===== src/rtl/mux_rr_arbiter_if.sv =====
// Handshake bundle between the eight requesters and the round-robin arbiter
// that drives the shared 8:1 result selector.
//   master : requester side (drives arb_en, req; observes grant/sel/sel_valid/hold_cnt)
//   slave  : arbiter side   (observes arb_en, req; drives grant/sel/sel_valid/hold_cnt)
interface mux_rr_arbiter_if #(
  parameter int unsigned HOLD_W = 8
);
  localparam int unsigned N_REQ = 8;
  localparam int unsigned SEL_W = 3;

  logic              arb_en;
  logic [N_REQ-1:0]  req;
  logic [N_REQ-1:0]  grant;
  logic [SEL_W-1:0]  sel;
  logic              sel_valid;
  logic [HOLD_W-1:0] hold_cnt;

  modport master (
    output arb_en, req,
    input  grant, sel, sel_valid, hold_cnt
  );

  modport slave (
    input  arb_en, req,
    output grant, sel, sel_valid, hold_cnt
  );
endinterface


===== src/rtl/mux_rr_arbiter.sv =====
// Round-robin arbiter and select sequencer for the shared 8:1 result selector.
// A winner keeps the grant for as long as it holds its request, so bursts are
// never interleaved; every handover passes through one idle (bubble) cycle.
// Ports:
//   clk     : system clock, rising edge
//   rst_n   : asynchronous active-low reset
//   bus     : mux_rr_arbiter_if.slave (arb_en, req in; grant, sel, sel_valid,
//             hold_cnt out, all registered)
// Optional build macro: MUX_ARB_TIMEOUT_EN -- preempt an owner after MAX_HOLD
// cycles when another requester is waiting.
module mux_rr_arbiter #(
  parameter int unsigned MAX_HOLD = 16,
  parameter int unsigned HOLD_W   = 8
) (
  input  logic            clk,
  input  logic            rst_n,
  mux_rr_arbiter_if.slave bus
);
  localparam int unsigned N_REQ = 8;
  localparam int unsigned SEL_W = 3;

  // Reject configurations where the hold counter cannot reach MAX_HOLD.
  if (MAX_HOLD < 2 || MAX_HOLD > 255 || (MAX_HOLD >> HOLD_W) != 0) begin : g_bad_cfg
    $error("mux_rr_arbiter: MAX_HOLD out of range for HOLD_W");
  end

  typedef enum logic {
    IDLE = 1'b0,
    BUSY = 1'b1
  } state_t;

  state_t            state;
  logic [SEL_W-1:0]  ptr;
  logic [N_REQ-1:0]  grant_q;
  logic [SEL_W-1:0]  sel_q;
  logic              valid_q;
  logic [HOLD_W-1:0] hold_q;

  logic [SEL_W-1:0]  win_idx_c;
  logic              win_found_c;
  logic              preempt_c;
  logic              release_c;

  // First set request bit at or after ptr, wrapping modulo 8.
  always_comb begin
    win_found_c = 1'b0;
    win_idx_c   = ptr;
    for (int i = 0; i < int'(N_REQ); i++) begin
      if (!win_found_c && bus.req[ptr + SEL_W'(i)]) begin
        win_found_c = 1'b1;
        win_idx_c   = ptr + SEL_W'(i);
      end
    end
  end

`ifdef MUX_ARB_TIMEOUT_EN
  // Owner has used its full slot and somebody else is waiting.
  always_comb begin
    preempt_c = bus.req[sel_q] && (hold_q == HOLD_W'(MAX_HOLD))
                && ((bus.req & ~grant_q) != '0);
  end
`else
  always_comb begin
    preempt_c = 1'b0;
  end
`endif

  always_comb begin
    release_c = !bus.req[sel_q] || preempt_c;
  end

  // State, pointer and registered outputs.
  always_ff @(posedge clk or negedge rst_n) begin
    if (!rst_n) begin
      state   <= IDLE;
      ptr     <= '0;
      grant_q <= '0;
      sel_q   <= '0;
      valid_q <= 1'b0;
      hold_q  <= '0;
    end else begin
      case (state)
        IDLE: begin
          if (bus.arb_en && win_found_c) begin
            grant_q <= N_REQ'(1) << win_idx_c;
            sel_q   <= win_idx_c;
            valid_q <= 1'b1;
            hold_q  <= HOLD_W'(1);
            state   <= BUSY;
          end
        end
        BUSY: begin
          if (release_c) begin
            // sel_q is left untouched so the selector code stays stable while idle.
            grant_q <= '0;
            valid_q <= 1'b0;
            hold_q  <= '0;
            ptr     <= sel_q + SEL_W'(1);
            state   <= IDLE;
          end else if (hold_q != '1) begin
            hold_q  <= hold_q + HOLD_W'(1);
          end
        end
        default: begin
          state <= IDLE;
        end
      endcase
    end
  end

  assign bus.grant     = grant_q;
  assign bus.sel       = sel_q;
  assign bus.sel_valid = valid_q;
  assign bus.hold_cnt  = hold_q;
endmodule


===== src/flat_wrapper.sv =====
// flat-port wrapper written by rule: the top's interface ports become plain ports
module mux_rr_arbiter_flat 
#(
  parameter int unsigned MAX_HOLD = 16,
  parameter int unsigned HOLD_W   = 8
)
  (clk, rst_n, bus_arb_en, bus_req, bus_grant, bus_sel, bus_sel_valid, bus_hold_cnt);
  mux_rr_arbiter_if #(.HOLD_W(HOLD_W)) bus_i ();
  input  logic clk;
  input  logic rst_n;
  input wire logic [$bits(bus_i.arb_en)-1:0] bus_arb_en;
  input wire logic [$bits(bus_i.req)-1:0] bus_req;
  output wire logic [$bits(bus_i.grant)-1:0] bus_grant;
  output wire logic [$bits(bus_i.sel)-1:0] bus_sel;
  output wire logic [$bits(bus_i.sel_valid)-1:0] bus_sel_valid;
  output wire logic [$bits(bus_i.hold_cnt)-1:0] bus_hold_cnt;
  assign bus_i.arb_en = bus_arb_en;
  assign bus_i.req = bus_req;
  assign bus_grant = bus_i.grant;
  assign bus_sel = bus_i.sel;
  assign bus_sel_valid = bus_i.sel_valid;
  assign bus_hold_cnt = bus_i.hold_cnt;
  mux_rr_arbiter #(.MAX_HOLD(MAX_HOLD), .HOLD_W(HOLD_W)) u_core (.clk(clk), .rst_n(rst_n), .bus(bus_i));
endmodule

===== config.mk =====
export PLATFORM = sky130hd
export DESIGN_NAME = mux_rr_arbiter_flat
export DESIGN_NICKNAME = d
export VERILOG_FILES = /design/src/rtl/mux_rr_arbiter_if.sv /design/src/rtl/mux_rr_arbiter.sv /design/src/flat_wrapper.sv
export SDC_FILE = /design/constraint.sdc
export NUM_CORES = 1
export LEC_CHECK = 0
export BUFFER_PORTS_ARGS = -buffer_cell sky130_fd_sc_hd__clkbuf_2
export CAP_MARGIN = 40
export CORE_MARGIN = 1.5
export CORE_UTILIZATION = 40
export CTS_CLUSTER_DIAMETER = 30
export DETAILED_ROUTE_END_ITERATION = 8
export GPL_TIMING_DRIVEN = 1
export PLACE_DENSITY = 0.65
export RECOVER_POWER = 25
export SETUP_SLACK_MARGIN = 0.4
export SLEW_MARGIN = 10
export SYNTH_ARGS = -nofsm -noshare
export SYNTH_HDL_FRONTEND = slang
export SYNTH_SLANG_ARGS = --single-unit

===== constraint.sdc =====
create_clock -name clk -period 4.5 [get_ports clk]
set_clock_uncertainty 0.05 [all_clocks]
set_input_delay 0.9 -clock clk [delete_from_list [all_inputs] [get_ports clk]]
set_output_delay 0.9 -clock clk [all_outputs]
set_load 0.02 [all_outputs]

* Yosys cells after proc, flatten, opt, wreduce, memory -nomap -nowiden
Cells that the tools add are included.
** Storage, ports and cells
- Bits in registers :: 24
- Logic and storage cells :: 96
** Cells by class
- Multiplexer cells :: 46
- Order comparisons :: 9
- Add/subtract/negate cells :: 9
- Equality and inequality tests :: 4
- Bitwise operators :: 2
- Shifts and indexed selects :: 1
- Reductions and logical operators :: 19
** Operators by type and width (number)
- $mux W8 :: 5
- $lt A3 B4 Y1 const B :: 9
- $pmux W8 S2 :: 2
- $bmux W1 S3 :: 9
- $mux W1 :: 21
- $mux W3 :: 7
- $add A3 B3 Y3 const B :: 4
- $add A8 B1 Y8 const B :: 1
- $logic_and A1 B1 Y1 :: 8
- $ne A8 B8 Y1 const B :: 1
- $reduce_and A2 Y1 :: 4
- $shl A1 B3 Y8 const A :: 1
- $logic_not A1 Y1 :: 7
- $add A3 B1 Y3 const B :: 2
- $add A3 B2 Y3 const B :: 2
- $pmux W1 S2 :: 2
- $ne A3 B3 Y1 const B :: 1
- $ne A2 B1 Y1 const B :: 1
- $ne A2 B2 Y1 const B :: 1
- $not A1 Y1 :: 2

* Depth between registers and ports, before layout
Gate-level depths: netlist of run 1.
- Depth after elaboration :: 27
- Mapped depth :: 14

* Worst setup path before layout of run 1
OpenSTA, ideal clock, no wires.
- Kind :: register -> register
- Start point :: register u_core.ptr[1]
- End point :: register u_core.grant_q[6], in the netlist u_core.bus.grant[6]
- Buffers on the path :: 3
- Setup slack :: 1.053 ns
- Stages on the path, launching flop included :: 12
- Data arrival time :: 3.296 ns
- Required time :: 4.349 ns
- Cell sequence :: dfrtp_1 > buf_2 > clkbuf_1 > inv_1 > ha_1 > buf_6 > mux4_1 > mux2_4 > o22a_4 > or3_1 > o32a_1 > o32ai_1
** On the way
- Longest elaborated chain between the ends :: 27
- Elaborated cells between the ends (all ways) :: 58
** RTL lines
- start, declared :: line mux_rr_arbiter.sv:33 : logic [SEL_W-1:0] ptr;
- start signal, assigned :: line mux_rr_arbiter.sv:98 : ptr <= sel_q + SEL_W'(1);
- parallel branches: the longest is 27 deep, another holds $add A3 B1 Y3
- end signal, assigned :: line mux_rr_arbiter.sv:85 : grant_q <= N_REQ'(1) << win_idx_c;
- end, declared :: line mux_rr_arbiter.sv:34 : logic [N_REQ-1:0] grant_q;
Parallel ways; which one is timed is not known. The select of a mux whose other input is x is not followed.
A chain may end at the register's enable or synchronous reset.

* Worst setup path after layout of run 1
- Start point :: register u_core.ptr[0]
- End point :: register u_core.grant_q[4], in the netlist u_core.bus.grant[4]
Same word-level chain as after synthesis.

==> results.md, run 1 <==
- Total track usage: 0.183
- CTS Sinks: 24
- Startpoint types: register
- # placed instances: 311
- Reg2Reg Depth: 9
- Buffers added on ports: 30
- Area Growth Syn to Fin: 12.0%
- ANT cells: 0
- Filler Cell Count: 528
- Critical path cell sequence: inv_1 > ha_1 > mux4_1 > mux2_4 > o22a_4 > nor4_4 > a32oi_1 > a22oi_1 > o32ai_1
- Post-Syn Area: 2200 µm²
- Detail Route Antenna Nets: 0
- Rel. slew slack: 0.168
- Die X: 77.1 µm
- Vias in the first global route: 1798
- Cts bufs inserted: 3
- Largest net degree at the start of global routing: 25
- Final setup fails: 0
- Die area: 5940 µm²
- Most frequent cells in the layout: 29 x clkbuf_2, 24 x dfrtp_1, 17 x inv_1, 16 x nand2_1
- Largest area contributor in the netlist: dfrtp_1
- CP delay by family, top: compound AO/OA/AOI/OAI gates
- Layout cells sized above 1: 0.249
- Drt total wl: 5.20 mm
- Post-synth top area share: 0.274
- Synth Area in Simple Gates: 0.138
- Dpl ws: 0.972 ns
- Global routing usage on met3: 0.0274
- Worst Setup Path Type: reg2reg
- Hold Path Stages: 1
- Final Critical Period: 3.52 ns
- TritonRoute pass-1 iters: 5
- Die H: 77.1 µm
- Drt drc: 0
- Met1 Resource Use GR: 0.269
- Status: completed
- CTS Hold Bufs: 0
- RR Startpoint: u_core.ptr[0]
- Max Root-Sink Buffers: 2
- NumNets Final: 261
- Total core area: 5200 µm²
- Initial antenna violation count: 0
- Compound-Gate Fraction of Synth Area: 0.222
- Period utilization: 0.783
- Via-to-Cell Ratio: 6.03
- First-pass GRT wire length: 8.87 mm
- WHS Endpoint: u_core.bus.sel_valid
- Hold_sp: u_core.bus.sel_valid
- Initial Util: 0.422
- GR peak layer: met2
- Clock slew seen by the registers of the worst setup and hold paths: 0.09 ns
- Multi-input gate area: 1450 µm²
- Root Buffer: clkbuf_8
- Detailed Route Iter0 Violations: 163
- Post-synthesis sequential area ratio: 0.274
- Aggregate global routing overflow: 0
- Cts repair resizes: 0
- RSZ-0062 raised after global routing: no
- Post-synthesis adder-cell area fraction: 0.0228
- Cells after Synth: 217
- Final cell count without fillers: 315
- R2R Setup Slk: 0.98 ns
- Top cells by area, synth: dfrtp_1 27%, mux4_2 14%, mux2i_1 6.4%
- Most common cell after layout, fill and taps aside: clkbuf_2
- Final Max Slew Viols: 0
- Setup TNS: 0 ns
- Multiplexer share of the synthesized area: 0.264
- DP HPWL: 3.88 mm
- GPL Wtd Cong: 0.857
- TritonCTS clock tree: built
- Synth Warn #: 0
- CP max stage delay: 0.59 ns
- Setup bufs post-CTS: 0
- Crit-path max FO: 7
- Critical path data required time: 4.58 ns
- Final Hold Vio Count: 0
- Reg-to-Reg End: u_core.bus.grant[4]
- Clk_lat worst skew: 0.26 ns
- Worst Setup End Kind: register
- Register area: 601 µm²
- Critical path arrival: 3.61 ns
- Worst slew pin tran: 1.25 ns
- Rows: 26
- Synth Net Count: 232
- Min setup slack post-route: 0.976 ns
- Yosys cell types: 51
- HP Class: reg2reg
- Drt wl/cell: 16.5 µm
- Post-synthesis register bit count: 24
- WP buf/inv: 1
- Slowest cell on the critical path: mux4_1
- GR Layer Usage met2: 0.286
- Synthesized area per cell: 10.1 µm²
- Boundary Pins: 31
- Vias: 1898
- H-tree Lvls: 1
- FMAX: 284 MHz
- XOR/XNOR share of the synthesized area: 0.0160
- Largest family of logic cells by synthesized area: multiplexers
- Max-cap viol count: 0
metal layers:
layer,vias to the layer above,part of all wire
li1,909,-
met1,915,0.48
met2,70,0.46
met3,4,0.054
met4,0,0.0060
met5,-,0
stage by stage:
step                area, µm²  hold slack, ns  utilization
global placement         2390           0.428        0.459
detailed placement       2390           0.434        0.459
finish                   2460           0.452        0.473
global route             2460           0.498        0.473
floorplan                2200           0.495            -
CTS                      2460           0.455        0.473
cell families after synthesis:
kind of cell / after synthesis
buffers and inverters: 28
XOR/XNOR: 4
AO/OA/AOI/OAI: 65
flip-flops: 24
multiplexers: 36
adder cells (fa/ha/maj): 4
AND/OR/NAND/NOR: 56
state kept, by name (all words and copies together), names as in the netlist:
register / count
u_core.state: 1
u_core.bus.sel_valid: 1
u_core.ptr: 3
u_core.bus.grant: 8
u_core.bus.hold_cnt: 8
u_core.bus.sel: 3
Yosys cell counts (all sizes together):
cell type   n
a211o       1
a211oi      4
a21o        1
a21oi      11
a221oi      1
a22o        1
a22oi       1
a31oi       2
a32o        2
a32oi       2
buf         6
clkbuf      4
clkinv      1
dfrtp      24
ha          4
inv        17
mux2        6
mux2i      14
mux4       16
nand2      16
nand2b      4
nand3       4
nand4       2
nor2       14
nor2b       2
nor3        2
nor4        2
o211a       1
o211ai      2
o21a        3
o21ai      12
o22a        1
o22ai       3
o31a        1
o31ai       6
o32a        1
o32ai       9
or2         3
or3         3
or4         4
xnor2       2
xor2        2
worst register-to-register path, stage by stage, from the launching register on:
cell and delay, ns:
dfrtp_1 0.35, inv_1 0.13, ha_1 0.50, mux4_1 0.59
mux2_4 0.31, o22a_4 0.27, nor4_4 0.34, a32oi_1 0.21
a22oi_1 0.49, o32ai_1 0.15
worst max path at each step:
| stage | startpoint | endpoint | depth (start not counted) |
|---|---|---|---|
| floorplan | u_core.ptr[1] | u_core.bus.grant[6] | 11 |
| global placement | bus_req[7] | u_core.bus.grant[4] | 8 |
| detailed placement | u_core.ptr[0] | u_core.bus.grant[4] | 9 |
| CTS | u_core.ptr[0] | u_core.bus.grant[4] | 9 |
| global route | u_core.ptr[0] | u_core.bus.grant[4] | 9 |
| finish | u_core.ptr[0] | u_core.bus.grant[4] | 9 |
final cells by class:
cell class              instances  area share
clock inverters                 1      0.0122
clock buffers                   3      0.0168
flip-flops and latches         24       0.244
inverters                      18      0.0275
well taps                      70      0.0356
multi-input cells             165       0.591
repair buffers                 34      0.0727
Power of run 1 is not shown: default switching activity piles up to over one toggle a cycle in this logic, so the estimate is an artifact.
==> inputs of run 2 (changes only) <==
PLACE_DENSITY = 0.67   (was 0.65)
clock period = 3.1 ns   (was 4.5 ns; I/O delays follow)
==> run 2 against run 1 <==
Net effect: the run now ends with negative setup slack left; core utilization is 8.4 points higher; critical path depth is 4 higher; first-iteration DRC count is 14% lower; maximum frequency is 13% higher; final cell count is 7.6% higher; critical path type unchanged; highest routed layer unchanged.
==> results.md, run 2 (same netlist as run 1, synthesis figures left out) <==
- # placed instances: 323 (+3.9%)
- Final cell count without fillers: 339 (+7.6%)
- Total track usage: 0.193 (+0.0105)
- Detail Route Antenna Nets: 0 (unchanged)
- Initial Util: 0.422 (unchanged)
- Status: finished with violations
- Die area: 5940 µm² (unchanged)
- Hold Path Stages: 1 (unchanged)
- Boundary Pins: 31 (unchanged)
- WHS: 0.458 ns (+0.00621 ns)
- Vias: 2006 (+5.7%)
- Layout cells sized above 1: 0.450 (+0.201)
- Reg-to-Reg End: u_core.bus.sel[0]
- Vias in the first global route: 1904 (+5.9%)
- TritonRoute pass-1 iters: 4 (-1)
- Largest net degree at the start of global routing: 25 (unchanged)
- Initial antenna violation count: 0 (unchanged)
- Period utilization: 1.00 (+0.221)
- Detailed Route Iter0 Violations: 140 (-14%)
- Clock slew seen by the registers of the worst setup and hold paths: 0.09 ns (about the same)
- Final Critical Period: 3.11 ns (-0.412 ns)
- NumNets Final: 285 (+9.2%)
- Drt total wl: 5.70 mm (+9.7%)
- Clk_lat worst skew: 0.27 ns (about the same)
- Critical path cell sequence: inv_2 > ha_4 > mux4_2 > mux2_4 > o22a_4 > buf_4 > nor4_4 > buf_4 > nor3_2 > mux2i_2 > buf_6 > buf_6 > nand2_2
- Via-to-Cell Ratio: 5.92 (-1.8%)
- Critical path arrival: 3.22 ns (-0.39 ns)
- RSZ-0062 raised after global routing: yes
- Drt wl/cell: 16.8 µm (+1.9%)
- Worst Setup End Kind: register
- RR Startpoint: u_core.ptr[1]
- DP HPWL: 3.92 mm (+1.1%)
- Buffers added on ports: 30 (unchanged)
- Aggregate global routing overflow: 0 (unchanged)
- Critical path data required time: 3.21 ns (-1.37 ns)
- H-tree Lvls: 1 (unchanged)
- Rel. slew slack: 0.125 (-0.0433)
- Rows: 26 (unchanged)
- Slowest cell on the critical path: mux4_2
- Crit-path max FO: 6 (-1)
- CP max stage delay: 0.51 ns (-0.08 ns)
- Min setup slack post-route: -0.0119 ns (-0.988 ns)
- R2R Setup Slk: -0.01 ns (-0.99 ns)
- ANT cells: 0 (unchanged)
- FMAX: 321 MHz (+13%)
- HP Class: reg2reg
- Violated checks: negative setup slack
- Die X: 77.1 µm (unchanged)
- Final Cell Area: 2900 µm² (+18%)
- First-pass GRT wire length: 9.29 mm (+4.8%)
- Hold_sp: u_core.bus.sel_valid
- Most frequent cells in the layout: 29 x clkbuf_2, 24 x dfrtp_1, 21 x buf_4, 16 x mux4_2
- Placed instance area: 2500 µm² (+4.7%)
- Max Root-Sink Buffers: 2 (unchanged)
- Die H: 77.1 µm (unchanged)
- CTS Sinks: 24 (unchanged)
- Reg2Reg Depth: 13 (+4)
- Final Max Slew Viols: 0 (unchanged)
- TritonCTS clock tree: built
- GPL Wtd Cong: 0.898 (+4.9%)
- WHS Endpoint: u_core.bus.sel_valid
- Filler Cell Count: 441 (-16%)
- Total core area: 5200 µm² (unchanged)
- Worst Setup Path Type: reg2reg
- Root Buffer: clkbuf_8
- Most common cell after layout, fill and taps aside: clkbuf_2
- Worst slew pin tran: 1.31 ns (+0.0650 ns)
- Max-cap viol count: 0 (unchanged)
- Final Hold Vio Count: 0 (unchanged)
- Startpoint types: register
- Area Growth Syn to Fin: 31.9%
- CTS Hold Bufs: 0 (unchanged)
- Final setup fails: 2 (+2)
- Drt drc: 0 (unchanged)
- Cts bufs inserted: 3 (unchanged)
-- run 2: cell types whose count changed in the layout (fill, tap and decap cells not counted), sizes merged --
cell  previous run  this run
buf              4        28
-- run 2: worst max-delay path by stage --
stage | end | start | slack (ns) | cells after the start
2_1_floorplan | u_core.bus.hold_cnt[6] | u_core.ptr[0] | -0.18 | 13
3_3_place_gp | u_core.bus.grant[7] | u_core.ptr[0] | -0.03 | 8
3_5_place_dp | u_core.bus.grant[6] | u_core.ptr[1] | -0.14 | 8
4_1_cts | u_core.bus.grant[7] | u_core.ptr[1] | 0.05 | 8
5_1_grt | u_core.bus.sel[0] | u_core.ptr[0] | -0.13 | 13
6_report | u_core.bus.sel[0] | u_core.ptr[1] | -0.01 | 13
-- run 2: final cells by class --
type	instances	area, µm²	area share
Inverter	18	67.6	0.0233
Clock inverter	1	30.0	0.0104
Sequential cell	24	601	0.207
Clock buffer	3	41.3	0.0143
Tap cell	70	87.6	0.0303
Multi-Input combinational cell	165	1660	0.573
Timing Repair Buffer	58	410	0.142
-- run 2: critical path: cells and delay by family (launching register included) --
family	cells	cell delay, ns
flops	1	0.38
simple gates	3	0.34
buf+inv	5	0.66
mux	3	0.99
compound gates	1	0.26
fa+ha+maj	1	0.31
-- run 2: routing by layer --
metal | track usage | vias up | wire, µm
li1 | - | 948 | -
met1 | 0.268 | 985 | 2510
met2 | 0.319 | 60 | 2830
met3 | 0.0286 | 13 | 268
met4 | 0.0436 | 0 | 96
met5 | 0 | - | 0
-- run 2: repair_timing --
item,in CTS,in global routing
endpoints found under the setup margin,21,21
pin swaps,13,14
buffers inserted,7,4
gates resized for setup,30,20
cloned,1,0
endpoints found under the hold margin,0,0
-- run 2: through the flow --
stage          worst slack (ns)   util  setup TNS (ns)
6_report                -0.0119  0.556         -0.0234
5_1_grt                  -0.129  0.556           -1.34
4_1_cts                  0.0514  0.531               0
3_5_place_dp             -0.141  0.481           -1.20
3_3_place_gp            -0.0341  0.481          -0.216
2_1_floorplan            -0.182      -           -2.06
Power of run 2 is left out for the same reason.
==> inputs of run 3 (changes only) <==
clock period = 2.8 ns   (was 3.1 ns; I/O delays follow)
==> run 3 against run 2 <==
Net effect: the run still ends with negative setup slack left; clock-buffer cell count grew 1; wire length grew 4.1%; die area is the same; register-to-register slack lost 0.26 ns; via count grew 5.3%; first-iteration DRC count shrank 2.9%; critical path type unchanged; largest cell class unchanged; highest routed layer unchanged.
==> results.md, run 3 (same netlist as run 1, synthesis figures left out) <==
- Worst Setup Path Type: reg2reg
- Reg2Reg Depth: 11 (-2)
- Crit-path max FO: 6 (unchanged)
- H-tree Lvls: 1 (unchanged)
- FMAX: 326 MHz (+1.4%)
- RSZ-0062 raised after global routing: yes
- Die H: 77.1 µm (unchanged)
- Max Root-Sink Buffers: 2 (unchanged)
- TritonRoute pass-1 iters: 4 (unchanged)
- CP max stage delay: 0.50 ns (about the same)
- First-pass GRT wire length: 9.67 mm (+4.1%)
- Violated checks: negative setup slack
- DP HPWL: 4.12 mm (+5.2%)
- CTS Sinks: 24 (unchanged)
- Most common cell after layout, fill and taps aside: buf_4
- Vias in the first global route: 2004 (+5.3%)
- Initial antenna violation count: 0 (unchanged)
- Rel. slew slack: 0.149 (+0.0235)
- Via-to-Cell Ratio: 5.90 (-0.30%)
- WHS Endpoint: u_core.bus.sel_valid
- Detail Route Antenna Nets: 0 (unchanged)
- WHS: 0.463 ns (+0.00536 ns)
- Critical path arrival: 3.18 ns (-0.04 ns)
- Initial Util: 0.422 (unchanged)
- Status: finished with violations
- Final Hold Vio Count: 0 (unchanged)
- Drt wl/cell: 16.6 µm (-1.4%)
- Root Buffer: clkbuf_8
- Reg-to-Reg End: u_core.bus.grant[5]
- Worst slew pin tran: 1.28 ns (-0.0352 ns)
- Hold_sp: u_core.bus.sel_valid
- Rows: 26 (unchanged)
- Largest net degree at the start of global routing: 25 (unchanged)
- Hold Path Stages: 1 (unchanged)
- Cts bufs inserted: 3 (unchanged)
- Drt drc: 0 (unchanged)
- Aggregate global routing overflow: 0 (unchanged)
- Final Critical Period: 3.07 ns (-0.0443 ns)
- NumNets Final: 304 (+6.7%)
- Dpl ws: -0.473 ns (-0.332 ns)
- ANT cells: 0 (unchanged)
- Period utilization: 1.10 (+0.0917)
- GPL Wtd Cong: 0.918 (+2.2%)
- Final Max Slew Viols: 0 (unchanged)
- TritonCTS clock tree: built
- Die X: 77.1 µm (unchanged)
- Boundary Pins: 31 (unchanged)
- RR Startpoint: u_core.ptr[1]
- Vias: 2112 (+5.3%)
- Worst Setup End Kind: register
- Min setup slack post-route: -0.268 ns (-0.256 ns)
- R2R Setup Slk: -0.27 ns (-0.26 ns)
- Critical path data required time: 2.91 ns (-0.30 ns)
- Most frequent cells in the layout: 41 x buf_4, 29 x clkbuf_2, 24 x dfrtp_1, 16 x nand2_1, 15 x inv_1
- Drt total wl: 5.93 mm (+4.1%)
- Clk_lat worst skew: 0.26 ns (about the same)
- Area Growth Syn to Fin: 38.5%
- CTS Hold Bufs: 0 (unchanged)
- Slowest cell on the critical path: mux4_2
- Layout cells sized above 1: 0.497 (+0.0467)
- Total core area: 5200 µm² (unchanged)
- Clock slew seen by the registers of the worst setup and hold paths: 0.08 ns (about the same)
- Detailed Route Iter0 Violations: 136 (-2.9%)
- Critical path cell sequence: inv_2 > ha_4 > mux4_2 > mux2_4 > o22a_4 > nor4_4 > buf_4 > a211oi_4 > buf_6 > mux2i_4 > o32ai_1
- Die area: 5940 µm² (unchanged)
- Startpoint types: register
- Max-cap viol count: 0 (unchanged)
- HP Class: reg2reg
- Total track usage: 0.199 (+0.00581)
- Final setup fails: 21 (+19)
- Buffers added on ports: 30 (unchanged)
==> run 3: critical path, delay by kind of cell, from the launching register on <==
kind                       cells  cell delay, ns
muxes                          3            1.02
AOI/OAI and AO/OA              3            0.68
buffers and inverters          3            0.39
DFF                            1            0.37
adders and majority gates      1            0.31
and+or+nand+nor                1            0.13
==> run 3: metrics by stage <==
| stage | TNS (ns) | area (µm²) | cells | utilization |
|---|---|---|---|---|
| 2_1_floorplan | -8.03 | 2210 | 217 | - |
| 3_3_place_gp | -5.47 | 2640 | 341 | 0.506 |
| 3_5_place_dp | -7.15 | 2640 | 341 | 0.506 |
| 4_1_cts | -3.11 | 2860 | 352 | 0.550 |
| 5_1_grt | -6.32 | 3040 | 358 | 0.584 |
| 6_report | -3.76 | 3040 | 358 | 0.584 |
==> run 3: what timing repair did <==
action / CTS / global route
pin swaps: 11 / 9
gates cloned: 1 / 0
setup buffers: 6 / 6
resized for setup: 24 / 29
endpoints found under the setup margin: 21 / 21
==> run 3: metal layers <==
metal,up-vias,GRT usage,share of wire
li1,996,-,-
met1,1051,0.275,0.45
met2,57,0.339,0.50
met3,8,0.0250,0.033
met4,0,0.0327,0.012
met5,-,0,0
==> run 3: final cells by class <==
cell class / count / area [µm²]
clock buffers: 4 / 55.1
flip-flops and latches: 24 / 601
fillers: 427 / 2160
multi-input cells: 165 / 1680
inverters: 18 / 67.6
repair buffers: 77 / 549
well taps: 70 / 87.6
==> run 3: how the worst max path moves through the flow <==
stage                   from                     end  cells past startpoint
2_1_floorplan  u_core.ptr[0]  u_core.bus.hold_cnt[6]                     13
3_3_place_gp   u_core.ptr[0]     u_core.bus.grant[7]                      8
3_5_place_dp   u_core.ptr[1]     u_core.bus.grant[5]                      8
4_1_cts        u_core.ptr[1]     u_core.bus.grant[6]                      8
5_1_grt        u_core.ptr[1]     u_core.bus.grant[7]                     11
6_report       u_core.ptr[1]     u_core.bus.grant[5]                     11
Power of run 3 is left out for the same reason.
